<file path="config.mk">
export PLATFORM = sky130hd
export DESIGN_NAME = mmcm_phase_step_ctrl
export DESIGN_NICKNAME = d
export VERILOG_FILES = /design/src/rtl/mmcm_phase_step_ctrl.sv
export SDC_FILE = /design/constraint.sdc
export NUM_CORES = 1
export LEC_CHECK = 0
export ABC_AREA = 1
export BUFFER_PORTS_ARGS = -buffer_cell sky130_fd_sc_hd__buf_4
export CORE_MARGIN = 3
export CORE_UTILIZATION = 57
export DETAILED_ROUTE_END_ITERATION = 10
export GPL_TIMING_DRIVEN = 0
export PLACE_DENSITY = 0.81
export RECOVER_POWER = 50
export SLEW_MARGIN = 20
export SYNTH_ARGS = -nofsm -noshare
export SYNTH_HDL_FRONTEND = slang
export SYNTH_SLANG_ARGS = --single-unit
export TNS_END_PERCENT = 1
</file>
<file path="constraint.sdc">
create_clock -name clk_bufg -period 2.3 [get_ports clk_bufg]
set_clock_uncertainty 0.2 [all_clocks]
set_input_delay 0.69 -clock clk_bufg [delete_from_list [all_inputs] [get_ports clk_bufg]]
set_output_delay 0.69 -clock clk_bufg [all_outputs]
set_load 0.005 [all_outputs]
</file>
<file path="src/rtl/mmcm_phase_step_ctrl.sv">
// Fine-phase-shift sequencer for the MMCM dynamic phase-shift port.
// Issues one PSEN per requested step, tracks the absolute tap offset, and enforces position limits and a PSDONE timeout.
`timescale 1ns/1ps
module mmcm_phase_step_ctrl #(
  parameter int CNT_W          = 8,
  parameter int POS_W          = 10,
  parameter int POS_MAX        = 448,
  parameter int POS_MIN        = -448,
  parameter int PSDONE_TIMEOUT = 31,
  parameter int SETTLE_CYC     = 4
) (
  input  logic                    clk_bufg,
  input  logic                    rst_tmp,
  input  logic                    req_valid,
  output logic                    req_ready,
  input  logic                    req_incdec,
  input  logic [CNT_W-1:0]        req_steps,
  output logic                    PSEN,
  output logic                    PSINCDEC,
  input  logic                    PSDONE,
  output logic                    busy,
  output logic                    done_pulse,
  output logic [CNT_W-1:0]        steps_done,
  output logic signed [POS_W-1:0] phase_pos,
  output logic                    err_limit,
  output logic                    err_timeout
);

  localparam int TMO_W = $clog2(PSDONE_TIMEOUT + 1);
  localparam int SET_W = $clog2(SETTLE_CYC + 1);
  localparam logic [POS_W-1:0] P_MAX = POS_W'(POS_MAX);
  localparam logic [POS_W-1:0] P_MIN = POS_W'(POS_MIN);

  typedef enum logic [2:0] {IDLE, ISSUE, WAIT_DONE, SETTLE, DONE, HALT} state_t;

  state_t                    state, state_nxt;
  logic [CNT_W-1:0]          remaining, rem_nxt, steps_nxt;
  logic [TMO_W-1:0]          tmo_cnt, tmo_nxt;
  logic [SET_W-1:0]          set_cnt, set_nxt;
  logic signed [POS_W-1:0]   pos_nxt;
  logic                      dir_nxt, elim_nxt, etmo_nxt;

  function automatic logic at_limit(input logic inc);
    return inc ? (phase_pos == P_MAX) : (phase_pos == P_MIN);
  endfunction

  always_comb begin
    state_nxt = state;
    rem_nxt   = remaining;
    steps_nxt = steps_done;
    tmo_nxt   = tmo_cnt;
    set_nxt   = set_cnt;
    pos_nxt   = phase_pos;
    dir_nxt   = PSINCDEC;
    elim_nxt  = err_limit;
    etmo_nxt  = err_timeout;
    case (state)
      IDLE: if (req_valid && req_ready) begin
        dir_nxt   = req_incdec;
        rem_nxt   = req_steps;
        steps_nxt = '0;
        elim_nxt  = 1'b0;
        if (req_steps == '0) state_nxt = DONE;
        else if (at_limit(req_incdec)) begin
          elim_nxt  = 1'b1;
          state_nxt = DONE;
        end else state_nxt = ISSUE;
      end
      // tmo_cnt holds cycles elapsed since the PSEN cycle
      ISSUE: begin
        tmo_nxt   = TMO_W'(1);
        state_nxt = WAIT_DONE;
      end
      WAIT_DONE: begin
        if (PSDONE) begin
          pos_nxt   = PSINCDEC ? phase_pos + POS_W'(1) : phase_pos - POS_W'(1);
          steps_nxt = steps_done + CNT_W'(1);
          rem_nxt   = remaining - CNT_W'(1);
          set_nxt   = '0;
          state_nxt = (remaining == CNT_W'(1)) ? DONE : SETTLE;
        end else if (tmo_cnt == TMO_W'(PSDONE_TIMEOUT - 1)) begin
          etmo_nxt  = 1'b1;
          state_nxt = HALT;
        end else tmo_nxt = tmo_cnt + TMO_W'(1);
      end
      SETTLE: begin
        if (set_cnt == SET_W'(SETTLE_CYC - 1)) begin
          if (at_limit(PSINCDEC)) begin
            elim_nxt  = 1'b1;
            state_nxt = DONE;
          end else state_nxt = ISSUE;
        end else set_nxt = set_cnt + SET_W'(1);
      end
      DONE:    state_nxt = IDLE;
      HALT:    state_nxt = HALT;
      default: state_nxt = IDLE;
    endcase
  end

  // Outputs are registered from the next state so they align with it.
  always_ff @(posedge clk_bufg or posedge rst_tmp) begin
    if (rst_tmp) begin
      state       <= IDLE;
      remaining   <= '0;
      tmo_cnt     <= '0;
      set_cnt     <= '0;
      steps_done  <= '0;
      phase_pos   <= '0;
      PSINCDEC    <= 1'b0;
      PSEN        <= 1'b0;
      req_ready   <= 1'b0;
      busy        <= 1'b0;
      done_pulse  <= 1'b0;
      err_limit   <= 1'b0;
      err_timeout <= 1'b0;
    end else begin
      state       <= state_nxt;
      remaining   <= rem_nxt;
      tmo_cnt     <= tmo_nxt;
      set_cnt     <= set_nxt;
      steps_done  <= steps_nxt;
      phase_pos   <= pos_nxt;
      PSINCDEC    <= dir_nxt;
      PSEN        <= (state_nxt == ISSUE);
      req_ready   <= (state_nxt == IDLE);
      busy        <= (state_nxt == ISSUE) || (state_nxt == WAIT_DONE) ||
                     (state_nxt == SETTLE) || (state_nxt == DONE);
      done_pulse  <= (state_nxt == DONE);
      err_limit   <= elim_nxt;
      err_timeout <= etmo_nxt;
    end
  end

endmodule

</file>
==> results.md, run 1 <==
* Final Hold Violating Endpoints at 0
* Crit. Startpoint: PSINCDEC
* Via density at 5.54
* Slowest CP cell: dfrtp_2
* Cells after Synth at 355
* Startpoint Class: flip-flop
* Die Area at 5630 sq um
* Core ar. at 4470 sq um
* CTS Buf Count at 5
* DIE WIDTH at 75.1 um
* CP Capture Type: flip-flop
* Hold WC Path Type: flip-flop to flip-flop
* First DRT Iteration DRCs at 118
* TritonCTS clock tree: yes
* Ys flop type: dfrtp_1
* Clock-pin slew on the worst setup and hold paths at 0.08 ns
* First-pass GRT wire length at 10.1 mm
* VDD IR max at 0.369 mV
* Mapped Area at 2720 sq um
* Final total power at 1450 uW
* Final number of setup-violating endpoints at 0
* Most frequent cells in the layout: 73 x nand2_1, 43 x dfrtp_1, 43 x inv_1, 40 x nor2_1, 34 x buf_4
* Initial Utilization at 60.7%
* RePlAce Congestion at 0.823
* Antenna violations before repair at 0
* Outcome: finished, final reports clean
* Place WS at 0.0701 ns
* N_diodes at 0
* Slowest stage delay, CP at 0.39 ns
* Vias in the first global route at 2346
* IO Pins at 38
* Clock Sinks at 44
* FFs w/ async S/R, synth at 100%
* Syn Area/Cell at 7.66 sq um
* Psw at 303 uW
* CP required at 2.28 ns
* Vias at 2537
* Critical R2R Launch: PSINCDEC
* Arr. time, crit path at 2.11 ns
* MaxCap Viol Count at 0
* Tcrit/Tclk final at 92.6%
* Tmin final at 2.13 ns
* Net Count, Synth at 384
* Seq/Total Area, Yosys at 40.5%
* Number of remaining DRC errors at 0
* Root Driver: clkbuf_8
* Synth Warn # at 0
* R2r setup slk at 0.17 ns
* H-tree depth at 2
* Most common cell after layout, fill and taps aside: nand2_1
* Die Ht at 75.1 um
* Max clock buf depth at 2
* Relative slew margins at 39.2%
* PwrDens at 448 nW/um^2
* Dpl hpwl at 4.53 mm
* Layout cell share with drive strength beyond 1 at 18.7%
* Setup crit end: phase_pos[9]
* Seq pwr share at 53.4%
* EDFF count, synth at 0
* Switching part of the total power at 20.9%
* P_int at 1140 uW
* RSZ-0062 raised after global routing: false
* Clock network power share at 43.9%
* Netlist cell types at 37
* Insertion delay to the later sink of the worst-skew pair at 0.30 ns
* Dpl cells at 445
* Delay-heaviest family, CP: buffers and inverters
* Gr usage total at 23.3%
* Layout area overhead at 18.7%
* Crit Path Class: flip-flop to flip-flop
* Largest net degree at the start of global routing at 25
* Reg2Reg Depth at 12
* Row cnt at 24
* Drt wl/cell at 13.3 um
* Fin nets at 434
* Leak at 0.00161 uW
* DRT Pass-1 Iters at 5
* Peak Freq at 0.469 GHz
* # port buffers at 37
* Setup TNS at 0 ns
* Worst flop-to-flop path endpoint: phase_pos[9]
* Detail Route Antenna Nets at 0
* Synthesized flop and latch total at 44
* Buffers & Inverters on Critical Path at 4
* Worst-margin pin slew at 0.912 ns
* Finished Cell Area at 3230 sq um
* Crit-path cells: clkinvlp_4 > buf_4 > buf_4 > ha_1 > inv_1 > o21bai_1 > a31oi_1 > nand3_1 > nand2_1 > nand2_1 > nand2_1 > o21ai_0
* Worst-path fanout max at 6
* CP Depth at 12
* Worst setup margin at 0.169 ns
* Fin. max-slew vios at 0
* Non-Filler Instances at 458
* GR Overflow Total at 0
* Crit-path most repeated cell: nand2_1
* Final wirelength at 6.09 mm
* Combinational share of power at 2.7%
* Placed inst area at 3090 sq um
worst min path at each step:
| stage | start | end | slack, ns | cells after the start |
|---|---|---|---|---|
| global route | err_timeout | err_timeout | 0.32 | 2 |
| floorplan | set_cnt[2] | set_cnt[2] | 0.25 | 2 |
| finish | err_timeout | err_timeout | 0.27 | 2 |
| CTS | rst_tmp | remaining[1] | 0.25 | 2 |
| global placement | err_timeout | err_timeout | 0.25 | 2 |
| detailed placement | err_timeout | err_timeout | 0.25 | 2 |
flip-flops by register name, indices dropped and copies added, names as in the netlist:
signal / flops
set_cnt: 3
steps_done: 8
PSINCDEC: 1
req_ready: 1
busy: 1
remaining: 8
tmo_cnt: 5
state: 3
done_pulse: 1
err_limit: 1
phase_pos: 10
PSEN: 1
err_timeout: 1
layout make-up:
cell class | count | area (sq um)
timing repair buffer | 43 | 318
fill | 377 | 1250
tap | 52 | 65.1
buffer | 4 | 21.3
clock inverter | 2 | 38.8
multi-input combinational | 258 | 1410
inverter | 49 | 188
clock buffer | 6 | 82.6
sequential | 44 | 1100
power by group through the flow:
stage	registers, uW	logic [uW]	clock network, uW
global placement	788	39.6	0
global route	773	44.1	677
finish	773	39.2	635
detailed placement	788	45.9	0
floorplan	788	15.5	0
CTS	773	45.9	645
cells in the mapped netlist (2+ instances only):
library cell	instances	area share [%]
inv_1	44	6.1
ha_1	15	6.9
nor3b_1	2	0.55
inv_2	4	0.55
nand4_1	6	1.4
a21oi_1	21	3.9
nand2_4	2	0.83
xor2_1	4	1.3
nand3_1	22	4.1
o221ai_1	2	0.64
o211ai_1	2	0.55
a31oi_1	2	0.46
nor3_2	3	1.1
nand2_2	2	0.46
o22ai_1	2	0.46
buf_2	2	0.37
nor3_1	9	1.7
nor2_1	40	5.5
dfrtp_1	44	41
o31ai_1	3	0.83
nand2_1	73	10
xnor2_1	5	1.6
o21ai_1	2	0.37
nor2_2	6	1.4
o21ai_0	26	4.8
metal layers:
layer | vias to the layer above | part of all wire, % | global-route usage [%]
met5 | - | 0 | 0
met4 | 0 | 1.3 | 7.11
met3 | 7 | 4.6 | 4.41
met2 | 54 | 49 | 41.2
met1 | 1211 | 45 | 28.6
li1 | 1265 | - | -
tightest hold or removal path, delay by kind of cell, from the launching register on:
kind	cells	cell delay, ns
buffers and inverters	1	0.04
flip-flops	1	0.35
AND/OR/NAND/NOR	1	0.05
through the flow:
stage / util (%) / hold WS (ns)
after floorplan: - / 0.252
after global placement: 68.4 / 0.249
after detailed placement: 69.0 / 0.252
after CTS: 71.7 / 0.250
after global routing: 72.1 / 0.317
final: 72.1 / 0.266
repair_timing:
action	in CTS	in global routing
hold buffers	0	0
setup endpoints to repair	0	5
resized for setup	0	4
setup buffers	0	5
logic make-up after synthesis:
family	count (synthesis)	share of synthesized area, %
AOI/OAI and AO/OA	64	13.2
adders and majority gates	16	7.64
buffers and inverters	53	7.55
xor gates and xnor gates	9	2.90
and+or+nand+nor	169	28.2
DFF	44	40.5
(Power assumes the default switching activity.)
==> run 2, diff against run 1 <==
--- a/config.mk
+++ b/config.mk
@@ -8,10 +8,10 @@
 export ABC_AREA = 1
 export BUFFER_PORTS_ARGS = -buffer_cell sky130_fd_sc_hd__buf_4
 export CORE_MARGIN = 3
-export CORE_UTILIZATION = 57
+export CORE_UTILIZATION = 35
 export DETAILED_ROUTE_END_ITERATION = 10
 export GPL_TIMING_DRIVEN = 0
-export PLACE_DENSITY = 0.81
+export PLACE_DENSITY = 0.55
 export RECOVER_POWER = 50
 export SLEW_MARGIN = 20
 export SYNTH_ARGS = -nofsm -noshare
==> results.md, run 2 (synthesis gave the netlist of run 1 again) <==
* Number of remaining DRC errors at 0 (unchanged)
* Fin nets at 435 (+0.23%)
* GR Overflow Total at 0 (unchanged)
* Worst setup margin at 0.145 ns (-0.0243 ns)
* H-tree depth at 2 (unchanged)
* Place WS at 0.00811 ns (-0.0620 ns)
* Layout cell share with drive strength beyond 1 at 19.2% (+0.45 points)
* CP required at 2.32 ns (+0.04 ns)
* Cts hold-fix bufs at 0 (unchanged)
* Reg2Reg Depth at 7 (-5)
* Worst-margin pin slew at 0.812 ns (-0.100 ns)
* Clock-pin slew on the worst setup and hold paths at 0.09 ns (about the same)
* Insertion delay to the later sink of the worst-skew pair at 0.30 ns (about the same)
* # port buffers at 37 (unchanged)
* Drt wl/cell at 12.5 um (-6.2%)
* Non-Filler Instances at 506 (+10%)
* Fin. max-slew vios at 0 (unchanged)
* Leak at 0.00160 uW (-0.68%)
* Largest net degree at the start of global routing at 25 (unchanged)
* First DRT Iteration DRCs at 117 (-0.85%)
* Max reg flops at 10 (unchanged)
* Detail Route Antenna Nets at 0 (unchanged)
* Regs by FF count: phase_pos: 10 flops, remaining: 8 flops, steps_done: 8 flops
* TritonCTS clock tree: yes
* DRT Pass-1 Iters at 4 (-1)
* Crit. Startpoint: PSINCDEC
* Vias at 2408 (-5.1%)
* Core ar. at 7410 sq um (+66%)
* Most frequent cells in the layout: 73 x nand2_1, 43 x dfrtp_1, 43 x inv_1, 40 x nor2_1, 39 x buf_4
* Final number of setup-violating endpoints at 0 (unchanged)
* Final Hold Violating Endpoints at 0 (unchanged)
* Hold WC Path Type: flip-flop to flip-flop
* Initial Utilization at 36.7% (-24 points)
* PwrDens at 429 nW/um^2 (-4.3%)
* Critical R2R Launch: PSINCDEC
* Dpl hpwl at 4.86 mm (+7.4%)
* Crit Path Class: flip-flop to flip-flop
* Via density at 4.76 (-14%)
* Vias in the first global route at 2399 (+2.3%)
* RePlAce Congestion at 0.821 (-0.23%)
* Most common cell after layout, fill and taps aside: nand2_1
* MaxCap Viol Count at 0 (unchanged)
* Tcrit/Tclk final at 93.7% (+1.1 points)
* First-pass GRT wire length at 11.1 mm (+10%)
* Final wirelength at 6.31 mm (+3.7%)
* Relative slew margins at 45.8% (+6.7 points)
* Peak Freq at 0.464 GHz (-1.1%)
* Die Area at 8860 sq um (+57%)
* Dpl cells at 492 (+11%)
* Tmin final at 2.16 ns (+0.0243 ns)
* Layout area overhead at 21.0%
* Arr. time, crit path at 2.18 ns (+0.07 ns)
* Max clock buf depth at 2 (unchanged)
* VDD IR max at 0.224 mV (-39%)
* Clock Sinks at 44 (unchanged)
* RSZ-0062 raised after global routing: true
* Startpoint Class: flip-flop
* Row cnt at 31 (+29%)
* IO Pins at 38 (unchanged)
* Hold_sp: err_timeout
* Hold Path Cell Cnt at 2 (unchanged)
* Outcome: finished, final reports clean
* Worst-path fanout max at 8 (+2)
* CP Capture Type: flip-flop
* Antenna violations before repair at 0 (unchanged)
* Root Driver: clkbuf_8
* Gr usage total at 15.6% (-7.7 points)
* Reg with most FFs: phase_pos
* CTS Buf Count at 5 (unchanged)
* Die Ht at 94.1 um (+25%)
* N_diodes at 0 (unchanged)
* DIE WIDTH at 94.1 um (+25%)
-- run 2: worst paths after layout --
path,to,slack (ns)
min reg2reg,err_timeout,0.28
max,phase_pos[5],0.14
max reg2reg,phase_pos[5],0.14
min,err_timeout,0.28
max in group asynchronous,set_cnt[1],0.45
min in group asynchronous,remaining[1],0.35
-- run 2: cell type report --
class / count / area (sq um)
flip-flops and latches: 44 / 1100
inverters: 49 / 188
multi-input cells: 258 / 1420
well taps: 99 / 124
clock buffers: 5 / 68.8
repair buffers: 44 / 328
fillers: 758 / 4120
clock inverters: 3 / 42.5
plain buffers: 4 / 21.3
-- run 2: worst max-delay path, stage by stage (launching register included) --
cell        delay (ns)
dfrtp_2           0.41
clkinvlp_4        0.17
ha_1              0.40
nand2_1           0.11
o21ai_0           0.26
a21oi_1           0.10
or2_2             0.29
a31oi_1           0.14
-- run 2: stage by stage --
stage | total power, uW | cell area [sq um] | hold WS [ns] | util [%] | setup TNS, ns
after floorplan | 804 | 2720 | 0.252 | - | 0
after global placement | 829 | 3120 | 0.249 | 42.1 | -16.41
after detailed placement | 833 | 3140 | 0.268 | 42.4 | 0
after CTS | 1450 | 3270 | 0.216 | 44.1 | 0
after global routing | 1480 | 3290 | 0.314 | 44.4 | -0.118
final | 1410 | 3290 | 0.277 | 44.4 | 0
-- run 2: power by group --
part           total (uW)  leakage (uW)  internal (uW)  switching [uW]
registers             773      0.000515            773               0
logic                39.5       0.00103           15.5            24.1
clock network         599     0.0000541            322             277
-- run 2: metal layers --
| layer | vias to the layer above | GRT usage, % | share of wire (%) |
|---|---|---|---|
| met4 | 0 | 3.73 | 1.0 |
| li1 | 1269 | - | - |
| met2 | 31 | 25.5 | 47 |
| met5 | - | 0 | 0 |
| met1 | 1102 | 21.0 | 49 |
| met3 | 6 | 3.04 | 3.1 |
-- run 2: timing repair --
item | in CTS | in global routing
endpoints found under the setup margin | 1 | 5
buffers inserted | 2 | 4
resized for setup | 2 | 2
